File: src/rtl/i2c_pkg.sv
// Shared definitions for the I2C register-target slice: FSM encoding, the
// ADXL345 bus address and the register map offsets it exposes.
package i2c_pkg;

    typedef enum logic [3:0] {
        ST_IDLE,
        ST_ADDR,
        ST_ADDR_ACK,
        ST_PTR,
        ST_PTR_ACK,
        ST_WDATA,
        ST_WDATA_ACK,
        ST_RDATA,
        ST_RDATA_ACK
    } i2c_state_e;

    localparam logic [6:0] ADXL345_ADDR = 7'h53;

    localparam logic [7:0] REG_BW_RATE     = 8'h2C;
    localparam logic [7:0] REG_POWER_CTL   = 8'h2D;
    localparam logic [7:0] REG_DATA_FORMAT = 8'h31;
    localparam logic [7:0] REG_DATAX0      = 8'h32;
    localparam logic [7:0] REG_DATAX1      = 8'h33;
    localparam logic [7:0] REG_DATAY0      = 8'h34;
    localparam logic [7:0] REG_DATAY1      = 8'h35;
    localparam logic [7:0] REG_DATAZ0      = 8'h36;
    localparam logic [7:0] REG_DATAZ1      = 8'h37;

endpackage

File: src/rtl/i2c_bus_sync.sv
// Brings SCL/SDA into the clk domain and flags START, STOP and SCL edges,
// all derived from the synchronized levels only.
module i2c_bus_sync (
    input  logic clk,
    input  logic reset_n,
    input  logic i_scl,
    input  logic i_sda,
    output logic o_sda,
    output logic o_scl_rise,
    output logic o_scl_fall,
    output logic o_start,
    output logic o_stop
);

    logic r_scl_meta, r_scl_sync, r_scl_prev;
    logic r_sda_meta, r_sda_sync, r_sda_prev;

    // NOTE: the flops reset to 1 (idle bus level) so leaving reset never
    // looks like an SDA or SCL falling edge.
    always_ff @(posedge clk or negedge reset_n) begin
        if (!reset_n) begin
            r_scl_meta <= 1'b1;
            r_scl_sync <= 1'b1;
            r_scl_prev <= 1'b1;
            r_sda_meta <= 1'b1;
            r_sda_sync <= 1'b1;
            r_sda_prev <= 1'b1;
        end else begin
            r_scl_meta <= i_scl;
            r_scl_sync <= r_scl_meta;
            r_scl_prev <= r_scl_sync;
            r_sda_meta <= i_sda;
            r_sda_sync <= r_sda_meta;
            r_sda_prev <= r_sda_sync;
        end
    end

    assign o_sda      = r_sda_sync;
    assign o_scl_rise = r_scl_sync & ~r_scl_prev;
    assign o_scl_fall = ~r_scl_sync & r_scl_prev;
    assign o_start    = r_scl_sync & r_scl_prev & r_sda_prev & ~r_sda_sync;
    assign o_stop     = r_scl_sync & r_scl_prev & ~r_sda_prev & r_sda_sync;

endmodule

File: src/rtl/i2c_target_regs.sv
// I2C target exposing an external register file: pointer byte, auto-incrementing
// burst writes and burst reads. No clock stretching.
module i2c_target_regs
    import i2c_pkg::*;
#(
    parameter logic [6:0] TARGET_ADDR = ADXL345_ADDR,
    parameter int         REG_AW      = 6
) (
    input  logic              clk,
    input  logic              reset_n,
    input  logic              scl_in,
    input  logic              sda_in,
    output logic              sda_oe,
    output logic [REG_AW-1:0] reg_addr,
    output logic [7:0]        reg_wdata,
    output logic              reg_we,
    input  logic [7:0]        reg_rdata,
    output logic              reg_re,
    output logic              busy
);

    localparam logic [REG_AW-1:0] ADDR_ONE = 1;

    logic w_sda, w_scl_rise, w_scl_fall, w_start, w_stop;
    logic [7:0] w_byte;

    i2c_state_e        r_state, w_state;
    logic [3:0]        r_bit_cnt, w_bit_cnt;
    logic [7:0]        r_shift, w_shift;
    logic [7:0]        r_tx, w_tx;
    logic              r_sda_oe, w_sda_oe;
    logic [REG_AW-1:0] r_reg_addr, w_reg_addr;
    logic [7:0]        r_reg_wdata, w_reg_wdata;
    logic              r_we, w_we, r_re, w_re;
    logic              r_busy, w_busy, r_rw, w_rw;

    i2c_bus_sync u_sync (
        .clk        (clk),
        .reset_n    (reset_n),
        .i_scl      (scl_in),
        .i_sda      (sda_in),
        .o_sda      (w_sda),
        .o_scl_rise (w_scl_rise),
        .o_scl_fall (w_scl_fall),
        .o_start    (w_start),
        .o_stop     (w_stop)
    );

    assign w_byte = {r_shift[6:0], w_sda};

    // NOTE: every next-value gets a default first, so no path leaves a latch.
    always_comb begin
        w_state     = r_state;
        w_bit_cnt   = r_bit_cnt;
        w_shift     = r_shift;
        w_tx        = r_tx;
        w_sda_oe    = r_sda_oe;
        w_reg_addr  = r_reg_addr;
        w_reg_wdata = r_reg_wdata;
        w_we        = 1'b0;
        w_re        = 1'b0;
        w_busy      = r_busy;
        w_rw        = r_rw;

        if (w_stop) begin
            w_state   = ST_IDLE;
            w_sda_oe  = 1'b0;
            w_busy    = 1'b0;
            w_bit_cnt = 4'd0;
        end else if (w_start) begin
            w_state   = ST_ADDR;
            w_sda_oe  = 1'b0;
            w_bit_cnt = 4'd0;
        end else if (w_scl_rise) begin
            case (r_state)
                ST_ADDR, ST_PTR, ST_WDATA: begin
                    w_shift   = w_byte;
                    w_bit_cnt = r_bit_cnt + 4'd1;
                    if (r_bit_cnt == 4'd7) begin
                        if (r_state == ST_ADDR) begin
                            if (w_byte[7:1] == TARGET_ADDR) begin
                                w_state = ST_ADDR_ACK;
                                w_busy  = 1'b1;
                                w_rw    = w_byte[0];
                            end else begin
                                w_state = ST_IDLE;
                            end
                        end else if (r_state == ST_PTR) begin
                            w_reg_addr = w_byte[REG_AW-1:0];
                            w_state    = ST_PTR_ACK;
                        end else begin
                            w_reg_wdata = w_byte;
                            w_we        = 1'b1;
                            w_state     = ST_WDATA_ACK;
                        end
                    end
                end
                ST_RDATA: w_bit_cnt = r_bit_cnt + 4'd1;
                ST_RDATA_ACK: begin
                    // Advance the pointer on the master's ACK so reg_rdata has
                    // settled by the SCL fall that captures the next byte.
                    if (r_bit_cnt == 4'd8) begin
                        w_bit_cnt  = 4'd9;
                        w_shift[0] = w_sda;
                        if (!w_sda) w_reg_addr = r_reg_addr + ADDR_ONE;
                    end
                end
                default: ;
            endcase
        end else if (w_scl_fall) begin
            case (r_state)
                ST_ADDR_ACK, ST_PTR_ACK, ST_WDATA_ACK: begin
                    if (!r_sda_oe) begin
                        w_sda_oe = 1'b1;
                    end else begin
                        w_sda_oe  = 1'b0;
                        w_bit_cnt = 4'd0;
                        if (r_state == ST_ADDR_ACK) begin
                            if (r_rw) begin
                                w_tx     = reg_rdata;
                                w_re     = 1'b1;
                                w_sda_oe = ~reg_rdata[7];
                                w_state  = ST_RDATA;
                            end else begin
                                w_state = ST_PTR;
                            end
                        end else if (r_state == ST_PTR_ACK) begin
                            w_state = ST_WDATA;
                        end else begin
                            w_reg_addr = r_reg_addr + ADDR_ONE;
                            w_state    = ST_WDATA;
                        end
                    end
                end
                ST_RDATA: begin
                    if (r_bit_cnt == 4'd8) begin
                        w_sda_oe = 1'b0;
                        w_state  = ST_RDATA_ACK;
                    end else if (r_bit_cnt != 4'd0) begin
                        w_tx     = {r_tx[6:0], 1'b0};
                        w_sda_oe = ~r_tx[6];
                    end
                end
                ST_RDATA_ACK: begin
                    if (r_bit_cnt == 4'd9 && !r_shift[0]) begin
                        w_tx      = reg_rdata;
                        w_re      = 1'b1;
                        w_sda_oe  = ~reg_rdata[7];
                        w_bit_cnt = 4'd0;
                        w_state   = ST_RDATA;
                    end
                end
                default: ;
            endcase
        end
    end

    // NOTE: state registers use non-blocking assignments so every flop
    // updates from the same pre-edge values.
    always_ff @(posedge clk or negedge reset_n) begin
        if (!reset_n) begin
            r_state     <= ST_IDLE;
            r_bit_cnt   <= 4'd0;
            r_shift     <= 8'd0;
            r_tx        <= 8'd0;
            r_sda_oe    <= 1'b0;
            r_reg_addr  <= '0;
            r_reg_wdata <= 8'd0;
            r_we        <= 1'b0;
            r_re        <= 1'b0;
            r_busy      <= 1'b0;
            r_rw        <= 1'b0;
        end else begin
            r_state     <= w_state;
            r_bit_cnt   <= w_bit_cnt;
            r_shift     <= w_shift;
            r_tx        <= w_tx;
            r_sda_oe    <= w_sda_oe;
            r_reg_addr  <= w_reg_addr;
            r_reg_wdata <= w_reg_wdata;
            r_we        <= w_we;
            r_re        <= w_re;
            r_busy      <= w_busy;
            r_rw        <= w_rw;
        end
    end

    assign sda_oe    = r_sda_oe;
    assign reg_addr  = r_reg_addr;
    assign reg_wdata = r_reg_wdata;
    assign reg_we    = r_we;
    assign reg_re    = r_re;
    assign busy      = r_busy;

endmodule

File: config.mk
export PLATFORM = sky130hd
export DESIGN_NAME = i2c_target_regs
export DESIGN_NICKNAME = d
export VERILOG_FILES = /design/src/rtl/i2c_pkg.sv /design/src/rtl/i2c_bus_sync.sv /design/src/rtl/i2c_target_regs.sv
export SDC_FILE = /design/constraint.sdc
export NUM_CORES = 1
export LEC_CHECK = 0
export ABC_AREA = 1
export CAP_MARGIN = 5
export CORE_MARGIN = 3
export CORE_UTILIZATION = 45
export DETAILED_ROUTE_END_ITERATION = 8
export PLACE_DENSITY = 0.69
export REMOVE_ABC_BUFFERS = 1
export SYNTH_ARGS = -nofsm -noshare
export SYNTH_HDL_FRONTEND = slang
export SYNTH_HIERARCHICAL = 1
export SYNTH_SLANG_ARGS = --single-unit
File: constraint.sdc
create_clock -name clk -period 1.7 [get_ports clk]
set_input_delay 0.34 -clock clk [delete_from_list [all_inputs] [get_ports clk]]
set_output_delay 0.34 -clock clk [all_outputs]
set_load 0.005 [all_outputs]
======== Word level (Yosys, flattened, before mapping) ========
Index checks and enable logic that the tools add are counted.
storage, ports and cells
  output and inout bits ................... 18
  register bits after elaboration ......... 47
  word-level logic and storage cells ...... 186
  input bits .............................. 12
operators by class
  multiplexer cells ....................... 79
  eq/ne operators ......................... 38
  bitwise logic cells ..................... 18
  reduce and logical (&&, ||, !) cells .... 31
  $add $sub $neg .......................... 2
operators with widths
  operator                                        number
  2-to-1 mux 4 bit                                18
  2-to-1 mux 6 bit                                11
  2-to-1 mux 7 bit                                6
  2-to-1 mux 1 bit                                33
  != test 3 bit (second input constant)           7
  case mux 7 bit (3 select lines)                 1
  AND reduction 7 bit                             3
  == test 4 x 3 -> 1 bit (second input constant)  5
  nonzero test 2 bit                              9
  != test 2 bit (second input constant)           8
  case mux 4 bit (2 select lines)                 2
  != test 5 x 2 -> 1 bit (second input constant)  3
  AND reduction 13 bit                            1
  == test 4 bit (second input constant)           3
  case mux 4 bit (3 select lines)                 1
  case mux 6 bit (2 select lines)                 1
  AND reduction 6 bit                             2
  inverter 1 bit                                  11
  AND reduction 11 bit                            1
  != test 5 bit (second input constant)           2
  AND reduction 5 bit                             2
  nonzero test 5 bit                              2
  == test 4 x 2 -> 1 bit (second input constant)  2
  != test 4 bit (second input constant)           2
  other kinds (20)                                32

======== Longest topological paths before layout ========
  depth in word-level cells ............... 9
  mapped depth ............................ 12
  gate-level depth less buffers ........... 12

======== Hierarchy ========
Netlist, hierarchy kept.
modules (own cells, without submodules)
  module           instances  seq. area each (µm²)  cells an instance  area each (µm²)
  i2c_target_regs  1          1026.0                379                2541.2
  i2c_bus_sync     1          157.7                 17                 198.9

======== Worst setup path before layout ========
OpenSTA, ideal clock, no wires.
  kind .................................... register -> register
  from .................................... register u_sync.r_scl_sync
  to ...................................... register r_bit_cnt[0]
  path slack .............................. -12 ps
  stages on the path, launching flop included .. 12
  arrival time ............................ 1595 ps
  data required time ...................... 1583 ps
  clock period less this slack ............ 1712 ps
  library setup time ...................... 117 ps
  cells stage by stage .................... dfstp_2 nand2_1 nor2_1 inv_1 nand2_1 nor2_1 nand3_1 nand2_1 nor2_4 nand2_1 nand2_1 nand2_1
on the way
  longest elaborated chain between the ends .. 5
  elaborated cells on any way between the ends .. 18
ends and longest elaborated chain
  what                                                          RTL line                RTL
  from (decl)                                                   i2c_bus_sync.sv:15      logic r_scl_meta, r_scl_sync, r_scl_prev;
  from (signal assigned)                                        i2c_bus_sync.sv:30      r_scl_sync <= r_scl_meta;
  bitwise AND 1 bit (*) (3 in a row)                            i2c_bus_sync.sv:42      assign o_stop = r_scl_sync & r_scl_prev & ~r_sda_prev & r_sda_sync;
  named net w_stop                                              i2c_target_regs.sv:24   logic w_sda, w_scl_rise, w_scl_fall, w_start, w_stop;
  != test 5 bit (no source line), or another cell as far along  n/a
  AND reduction 6 bit (no source line)                          n/a
  to (signal assigned)                                          i2c_target_regs.sv:175  r_bit_cnt <= w_bit_cnt;
  to (decl)                                                     i2c_target_regs.sv:28   logic [3:0] r_bit_cnt, w_bit_cnt;
The timed path passes the listed nets; every way through them passes the cells marked *.
A chain may end at the register's enable or synchronous reset.

======== Worst setup path in the final report ========
  from .................................... register u_sync.r_sda_sync (netlist: u_sync/o_sda)
  to ...................................... register r_reg_wdata[6] (netlist: reg_wdata[6])
on the way
  longest elaborated chain between the ends .. 4
  elaborated cells on any way between the ends .. 6
ends and longest elaborated chain
  what                                  RTL line                RTL
  from (decl)                           i2c_bus_sync.sv:16      logic r_sda_meta, r_sda_sync, r_sda_prev;
  from (signal assigned)                i2c_bus_sync.sv:33      r_sda_sync <= r_sda_meta;
  inverter 1 bit                        i2c_bus_sync.sv:41      assign o_start = r_scl_sync & r_scl_prev & r_sda_prev & ~r_sda_sync;
  bitwise AND 1 bit                     i2c_bus_sync.sv:41
  named net w_start                     i2c_target_regs.sv:24
  inverter 1 bit (no source line)       n/a
  AND reduction 7 bit (no source line)  n/a
  to (signal assigned)                  i2c_target_regs.sv:180  r_reg_wdata <= w_reg_wdata;
  to (decl)                             i2c_target_regs.sv:33   logic [7:0] r_reg_wdata, w_reg_wdata;
The timed path passes the listed nets, and every way through them passes these cells.

==> results.py <==
metrics = {
    "outcome": {
        "outcome": "finished with violations",
        "violations": "negative hold slack",
    },
    "cts": {
        "cts_max_level": 2,
        "cts_root_buf": "clkbuf_8",
        "cts_buffers": 5,
        "clk_latency_ns": 0.31,
        "cts_buffer_depth": 2,
        "cts_tree": "yes",
        "cts.reportedPaths.clkPinSlew_ns": 0.10,
        "cts_sinks": 47,
    },
    "logic_synthesis": {
        "ys_types": 27,
        "yosys.area.top_type": "dfrtp_1",
        "yosysSeqAreaShare": 0.432,
        "ys.flop_type": "dfrtp_1",
        "synth_area_leaders": "dfrtp_1 (37%), nand2_1 (21%), nand3_1 (8.6%)",
        "yosys_warnings": 6,
        "async_flop_share": 1.00,
        "synth.avg_cell_area_um2": 6.92,
        "syn-cell-area_um2": 2740,
        "synth-edff-count": 0,
        "synth_cells": 396,
        "synth_top_area_frac": 0.374,
        "synth_seq_cells": 47,
    },
    "power": {
        "ir_drop_mv": 0.705,
        "finalPower_mw": 4.82,
        "pwr_density_cell_nw_per_um2": 1220,
        "p_leak_nw": 1.99,
    },
    "finish": {
        "mostFrequentLayoutCells": "nand2_1 (125), buf_4 (38), dfrtp_1 (32), inv_1 (31), nand3_1 (31)",
        "layout.nets": 490,
        "drive_gt1_frac": 0.341,
        "layout.cells.non_filler": 547,
        "area_growth_pct": 43.7,
        "final_common_cell": "nand2_1",
        "fin_area_um2": 3940,
        "num_antenna_cells": 0,
        "n_fill_cell": 462,
        "final_core_util": 0.690,
    },
    "global_route": {
        "grt_pass1_vias": 2717,
        "grt_max_degree": 23,
        "grt-ovfl-total": 0,
        "track_usage": 0.208,
        "grt_pass1_wl_um": 12000,
        "antenna_found_initial": 0,
    },
    "floorplanning": {
        "io_pins": 30,
        "die_h_um": 84.0,
        "placementRows": 27,
        "dieArea_um2": 7060,
        "start_util": 0.480,
        "core_area_um2": 5710,
        "fp.dieW_um": 84.0,
    },
    "timing": {
        "final.setup.tns_ns": 0,
        "finalSetupViolations": 0,
        "setup_slack_ns": 0.0000249,
        "skew_ns": 0.00964,
        "hold_violations": 12,
        "slew_violations": 0,
        "fmax_ghz": 0.588,
        "fin_crit_ns": 1.70,
        "rsz0062_at_grt": "yes",
        "slew_headroom": 0.604,
        "timing.hold.ws_ns": -0.0119,
        "worstMarginPinSlew_ns": 0.590,
        "period_share": 1.00,
    },
    "route": {
        "vias": 2822,
        "postRouteAntennaNets": 0,
        "routedWlPerCell_um": 13.6,
        "drc": 0,
        "drtIter0Drc": 176,
        "drt_pass1_iterations": 5,
        "via_per_inst": 5.16,
        "totalWireLength_um": 7440,
    },
    "setup_path": {
        "cp-end-kind": "flip-flop",
        "crit_fanout": 8,
        "cp.arrival_ns": 1.91,
        "startpoint_type": "flip-flop",
        "crit_required_ns": 1.91,
        "criticalPathCategory": "reg -> reg",
    },
    "placed_design": {
        "dp_hpwl_um": 5020,
        "port_buffers": 29,
        "placed_area_um2": 3380,
        "placed_cells": 527,
        "gp_congestion": 0.919,
        "place_ws_ns": -0.133,
    },
    "flow_run": {
        "maxCapViolCount": 0,
    },
    "hold_path": {
        "hp-class": "in -> async",
    },
}
logic make-up (layout without fill, tap and decap cells):
| logic type | Yosys count | after routing | synth area share |
|---|---|---|---|
| simple gates | 264 | 265 | 0.415 |
| buf+inv | 49 | 127 | 0.0708 |
| flops | 47 | 47 | 0.432 |
| compound gates | 30 | 30 | 0.0580 |
| fa+ha+maj | 4 | 4 | 0.0183 |
| xor+xnor | 2 | 2 | 0.00639 |
layout make-up:
cell class | count | area, um^2 | area share
Inverter | 42 | 163 | 0.0413
Sequential cell | 47 | 1190 | 0.303
Clock buffer | 5 | 68.8 | 0.0175
Clock inverter | 3 | 22.5 | 0.00572
Tap cell | 72 | 90.1 | 0.0229
Multi-Input combinational cell | 301 | 1700 | 0.431
Timing Repair Buffer | 77 | 701 | 0.178
sequential cells by signal (all words and copies together), names as in the netlist:
name               cells
busy                   1
r_bit_cnt              4
r_rw                   1
r_shift                7
r_state                4
r_tx                   7
reg_addr               6
reg_re                 1
reg_wdata              8
reg_we                 1
sda_oe                 1
u_sync/o_sda           1
u_sync/r_scl_meta      1
u_sync/r_scl_prev      1
u_sync/r_scl_sync      1
u_sync/r_sda_meta      1
u_sync/r_sda_prev      1
worst max-delay path: stages (launching register included):
cell and delay [ns]:
dfstp_2 0.58, inv_2 0.04, nand2_2 0.07, nor2_4 0.05, nor2_4 0.15, nand2_4 0.11
nor3_4 0.22, buf_6 0.16, nand2_8 0.07, nand2_1 0.08, o21ai_1 0.06
report_power, final:
part           internal [mW]  total [mW]  leakage [nW]  switching (mW)
registers               1.44        1.83         0.582           0.383
logic                  0.975        2.30          1.36            1.32
clock network          0.295       0.696        0.0485           0.401
worst paths after layout:
kind	startpoint	cells past startpoint	to	slack, ns
worst max-delay path	u_sync/o_sda$_DFF_PN1_	10	reg_wdata[6]$_DFFE_PN0P_	0.00002
worst min-delay path	reset_n	1	r_shift[5]$_DFFE_PN0P_	-0.01
worst max register to register	u_sync/o_sda$_DFF_PN1_	10	reg_wdata[6]$_DFFE_PN0P_	0.00002
worst min register to register	u_sync/r_sda_meta$_DFF_PN1_	0	u_sync/o_sda$_DFF_PN1_	0.36
max in group asynchronous	reset_n	2	u_sync/r_scl_prev$_DFF_PN1_	1.14
min in group clk	u_sync/r_sda_meta$_DFF_PN1_	0	u_sync/o_sda$_DFF_PN1_	0.36
cell usage after synthesis, drive strengths merged (3+ instances only):
master / number
a21oi: 5
buf: 6
dfrtp: 41
dfstp: 6
ha: 4
inv: 42
nand2: 158
nand3: 47
nand4: 3
nor2: 46
nor3: 6
o21ai: 23
layer usage:
metal / part of all wire / global-route usage / up-vias
met2: 0.51 / 0.368 / 99
met1: 0.42 / 0.255 / 1300
met3: 0.048 / 0.0365 / 18
met5: 0 / 0 / -
met4: 0.025 / 0.0658 / 0
li1: - / - / 1405
what timing repair did:
action,4_1_cts,5_1_grt
setup buffers,3,9
pin swaps,19,34
endpoints found under the setup margin,27,41
cloned,0,1
hold buffers,0,0
resized for setup,21,98
endpoints found under the hold margin,0,0
No activity file was read; power rests on OpenSTA's default activity.
